$ cat src/rtl/seed_bank_streamer.sv
// Streams a captured bank of Q8.8 latent samples over a valid/ready port
// and checks every accepted sample against the 16-bit LFSR reference sequence.
module seed_bank_streamer #(
    parameter int SEED_COUNT = 64,
    parameter int DATA_WIDTH = 16
) (
    input  logic                             clk,
    input  logic                             rst_n,
    input  logic                             load,
    input  logic [DATA_WIDTH*SEED_COUNT-1:0] seed_flat,
    output logic [DATA_WIDTH-1:0]            out_data,
    output logic                             out_valid,
    input  logic                             out_ready,
    output logic                             out_last,
    output logic                             busy,
    output logic                             done,
    output logic                             check_error,
    output logic [7:0]                       error_count
);

    localparam int               IDX_W     = (SEED_COUNT > 1) ? $clog2(SEED_COUNT) : 1;
    localparam logic [IDX_W-1:0] LAST_IDX  = IDX_W'(SEED_COUNT - 1);
    localparam logic [15:0]      LFSR_SEED = 16'hACE1;

    typedef enum logic {
        ST_IDLE,
        ST_STREAM
    } state_t;

    state_t                r_state;
    logic [DATA_WIDTH-1:0] r_bank [SEED_COUNT];
    logic [IDX_W-1:0]      r_idx;
    logic [15:0]           r_exp;
    logic                  r_done;
    logic                  r_err;
    logic [7:0]            r_err_cnt;

    logic                  w_streaming;
    logic                  w_hs;
    logic                  w_at_last;
    logic                  w_mismatch;
    logic [DATA_WIDTH-1:0] w_sample;
    logic [15:0]           w_exp_next;

    assign w_streaming = (r_state == ST_STREAM);
    assign w_sample    = r_bank[r_idx];
    assign w_at_last   = (r_idx == LAST_IDX);
    assign w_hs        = w_streaming && out_ready;
    assign w_mismatch  = (w_sample != r_exp);
    assign w_exp_next  = {r_exp[14:0], r_exp[15] ^ r_exp[13] ^ r_exp[12] ^ r_exp[10]};

    assign out_valid   = w_streaming;
    assign busy        = w_streaming;
    assign out_data    = w_streaming ? w_sample : '0;
    assign out_last    = w_streaming && w_at_last;
    assign done        = r_done;
    assign check_error = r_err;
    assign error_count = r_err_cnt;

    always_ff @(posedge clk or negedge rst_n) begin
        if (!rst_n) begin
            r_state   <= ST_IDLE;
            r_idx     <= '0;
            r_exp     <= LFSR_SEED;
            r_done    <= 1'b0;
            r_err     <= 1'b0;
            r_err_cnt <= '0;
            for (int unsigned k = 0; k < SEED_COUNT; k++) begin
                r_bank[k] <= '0;
            end
        end else begin
            r_done <= 1'b0;
            case (r_state)
                ST_IDLE: begin
                    if (load) begin
                        for (int unsigned k = 0; k < SEED_COUNT; k++) begin
                            r_bank[k] <= seed_flat[k*DATA_WIDTH +: DATA_WIDTH];
                        end
                        r_idx     <= '0;
                        r_exp     <= LFSR_SEED;
                        r_err     <= 1'b0;
                        r_err_cnt <= '0;
                        r_state   <= ST_STREAM;
                    end
                end
                ST_STREAM: begin
                    if (w_hs) begin
                        r_exp <= w_exp_next;
                        if (w_mismatch) begin
                            r_err <= 1'b1;
                            if (r_err_cnt != 8'hFF) begin
                                r_err_cnt <= r_err_cnt + 8'd1;
                            end
                        end
                        // Final beat: done pulses while the block is already idle again.
                        if (w_at_last) begin
                            r_idx   <= '0;
                            r_done  <= 1'b1;
                            r_state <= ST_IDLE;
                        end else begin
                            r_idx <= r_idx + 1'b1;
                        end
                    end
                end
                default: r_state <= ST_IDLE;
            endcase
        end
    end

endmodule

$ cat config.mk
export PLATFORM = sky130hd
export DESIGN_NAME = seed_bank_streamer
export DESIGN_NICKNAME = d
export VERILOG_FILES = /design/src/rtl/seed_bank_streamer.sv
export SDC_FILE = /design/constraint.sdc
export NUM_CORES = 2
export LEC_CHECK = 0
export CAP_MARGIN = 40
export CELL_PAD_IN_SITES_DETAIL_PLACEMENT = 1
export CELL_PAD_IN_SITES_GLOBAL_PLACEMENT = 2
export CORE_ASPECT_RATIO = 1.1
export CORE_MARGIN = 10
export CORE_UTILIZATION = 31
export CTS_CLUSTER_SIZE = 10
export DETAILED_ROUTE_END_ITERATION = 7
export PLACE_DENSITY = 0.9
export SLEW_MARGIN = 20
export SYNTH_ARGS = -nofsm -noshare
export SYNTH_HDL_FRONTEND = slang
export SYNTH_SLANG_ARGS = --single-unit
$ cat constraint.sdc
create_clock -name clk -period 4.38 [get_ports clk]
set_clock_uncertainty 0.05 [all_clocks]
set_input_delay 0.657 -clock clk [delete_from_list [all_inputs] [get_ports clk]]
set_output_delay 0.657 -clock clk [all_outputs]
set_load 0.005 [all_outputs]
==> reports/metrics.cfg <==
[run_status]
status=complete, no violations

[critical_path]
cp_data_arrival_time_ps=3620
cp-end-kind=output pin
start_kind=register
critPathRequiredTime_ps=3670
critPathKind=reg2out
path_max_fanout=5
rrSetupSlack_ps=60

[place]
placed_area_um2=61900
port_buffers=1056
routabilityCongestion=0.924
hpwlAfterDp_um=190000

[cells_and_area]
design_area_um2=67100
fin_util_pct=43.4
fin_nets=7355
area_growth_pct=38.8
final_layout_size_suffix_gt1_share_pct=11.3

[sta]
hold_viol=0
finalSetupViolCount=0
final.period_utilization_pct=98.8
rsz0062_at_grt=yes
tightest_slew_ps=947
period_needed_ps=4330
maxSlewHeadroom_pct=36.9
max_freq_mhz=231
final_max_slew_viol_count=0

[power]
p_clk_share_pct=32.3
p_leak_nw=32.4
swShare_pct=33.1
ir_worst_vdd_mv=0.358
internal-power_mw=21.2
p_sw_mw=10.5
combPwrFrac_pct=29.8
pwr_density_cell_nw_per_um2=472
p_seq_share_pct=37.9

[synth]
async_reset_ff_share_pct=100
yosysSeqAreaShare_pct=54.8
avgSynthCellArea_um2=9.20
synthCells=5255
yosys.area.top_type_share_pct=54.3
synth-seq-cells=1057
syn-cell-area_um2=48300
syn_nets=6285
synth_edf_count=0
ys.flop_type=dfrtp_1
synth.distinct_cells=61
yosys.area.top_type=dfrtp_1
yosys_warnings=0
yosys-top-cells-area=dfrtp_1, nand2_1, mux4_2

[routing]
firstDrtPassIters=6
vias=43817
via_per_inst=5.16
drc=0
drt-initial-drc-count=3550
routed_wl_um=248000
wl_per_cell_um=29.1
ant_nets=0

[global_route]
grt_overflow=0
grt_pass1_wl_um=345000
grt_start_max_net_pins=179
antenna_found_initial=86
grt_usage_pct=27.8
grt_pass1_vias=47131

[floorplanning]
die-area_um2=172000
coreArea_um2=155000
io_pins=1057
rows=151
die_h_um=434
chipWidth_um=396
start_util_pct=31.3

[min_path]
hold_path.class=in2reg

[cts]
cts.sinks=1057
clkSlewWorstSetupHoldPaths_ps=60
cts-root-buf=clkbuf_16
worstSkewPairLatency_ps=790
clock_path_buffers=3
cts_tree=built
h-tree-depth=4
numCtsBuffers=130

[flow_run]
cap_violations=0

[stage by stage]
stage	setup TNS (ps)	hold slack (ps)	std cells	setup slack, ps	power (mW)
after global placement	-1640	403	8212	-240	20.6
after detailed placement	-1320	407	8214	-193	20.8
final	0	354	8498	53.5	31.7
after floorplan	0	311	5255	1100	15.7
after global routing	-135	328	8488	-48.9	32.9
after CTS	-137	299	8438	-56.4	31.8
[kinds of logic (layout without fill, tap and decap cells)]
family | count (synthesis) | in the layout | share of synthesized area, %
multiplexers | 349 | 349 | 12.4
XOR/XNOR | 16 | 16 | 0.290
other | 0 | 54 | 0
buffers and inverters | 343 | 1466 | 3.19
AND/OR/NAND/NOR | 3245 | 3246 | 25.7
adder cells (fa/ha/maj) | 2 | 2 | 0.0518
flip-flops | 1057 | 1057 | 54.8
AO/OA/AOI/OAI | 243 | 243 | 3.61
[worst max-delay path, cell delays in order, from the launching register on]
cell,delay [ps]
dfrtp_4,500
buf_12,150
bufbuf_16,280
buf_4,160
mux2i_1,130
a221oi_2,510
o21ai_2,160
buf_4,180
a31oi_2,220
o211a_1,210
and2_1,140
clkbuf_4,190
[layer usage]
| layer | up-vias | wire, um | GRT usage (%) |
|---|---|---|---|
| li1 | 19091 | - | - |
| met1 | 22477 | 97100 | 33.8 |
| met2 | 1722 | 119000 | 45.6 |
| met3 | 487 | 17200 | 6.46 |
| met4 | 40 | 13700 | 15.5 |
| met5 | - | 257 | 0 |
[area by class of cell]
cell class                 count  area, um2
multi-input combinational   3856      20900
tap                         2065       2580
sequential                  1057      26500
antenna                       54        135
timing repair buffer        1274      13100
clock buffer                 170       3630
clock inverter                16        211
inverter                       6       25.0
fill                       17658      87500
[cells in the mapped netlist (all sizes together), types with 18 or more instances]
library cell  count
mux4            199
mux2             19
clkbuf          266
a22oi            33
mux2i           131
nand3            18
a21oi            21
nand2          3115
a221oi           33
nor2             40
o21ai            53
dfrtp          1049
buf              71
[flip-flops by register name (all words and copies together) (netlist names)]
register and cells:
busy 1, done 1, error_count 8, check_error 1, r_exp 16, r_bank 1024
r_idx 6
[power by group through the flow]
stage | Sequential, mW | Combinational, mW | Clock, mW
floorplan | 11.6 | 4.08 | 0
global placement | 12.1 | 8.57 | 0
detailed placement | 12.1 | 8.72 | 0
CTS | 12.0 | 9.42 | 10.4
global route | 12.1 | 10.0 | 10.8
finish | 12.0 | 9.43 | 10.2
[cell usage in the layout (no fill, tap or decap), types with 8 or more instances in the layout]
master | Yosys | final
o22ai_1 | 14 | 10
mux2_2 | 19 | 19
and2_1 | 10 | 9
mux4_2 | 199 | 199
mux2i_1 | 131 | 123
clkbuf_16 | 0 | 137
nor2b_1 | 14 | 9
nand3_1 | 18 | 16
diode_2 | 0 | 54
o21ai_1 | 2 | 11
clkdlybuf4s50_1 | 0 | 1038
buf_16 | 0 | 10
and3_1 | 10 | 9
buf_4 | 17 | 160
o21ai_0 | 51 | 37
a221oi_2 | 0 | 14
a21oi_1 | 21 | 15
buf_12 | 0 | 43
nor2_1 | 40 | 30
a221oi_1 | 33 | 17
clkbuf_1 | 266 | 25
xnor2_1 | 8 | 8
dfstp_2 | 8 | 8
xor2_1 | 8 | 8
dfrtp_1 | 1049 | 1044
buf_6 | 21 | 9
clkbuf_8 | 0 | 8
nand3b_1 | 10 | 10
a22o_1 | 11 | 11
nand2_1 | 3115 | 3112
a22oi_1 | 33 | 29
[worst paths after layout]
kind,end,cells after the start,startpoint
worst max-delay path,out_data[3],11,r_idx[0]$_DFFE_PN0P_
worst min-delay path,r_bank[662]$_DFFE_PN0P_,3,seed_flat[358]
worst max register to register,error_count[2]$_DFFE_PN0P_,17,r_idx[0]$_DFFE_PN0P_
worst min register to register,r_bank[662]$_DFFE_PN0P_,2,r_bank[662]$_DFFE_PN0P_
max in group asynchronous,r_bank[577]$_DFFE_PN0P_,3,rst_n
min in group asynchronous,r_bank[214]$_DFFE_PN0P_,2,rst_n
[repair_timing]
action                                 4_1_cts  5_1_grt
pin swaps                                   23       18
hold buffers                                 1        0
resized for setup                          108       33
setup endpoints to repair                   24       20
cloned                                       8        1
endpoints found under the hold margin       48        0
setup buffers                               31        4
Power figures use the tool's default switching activity.
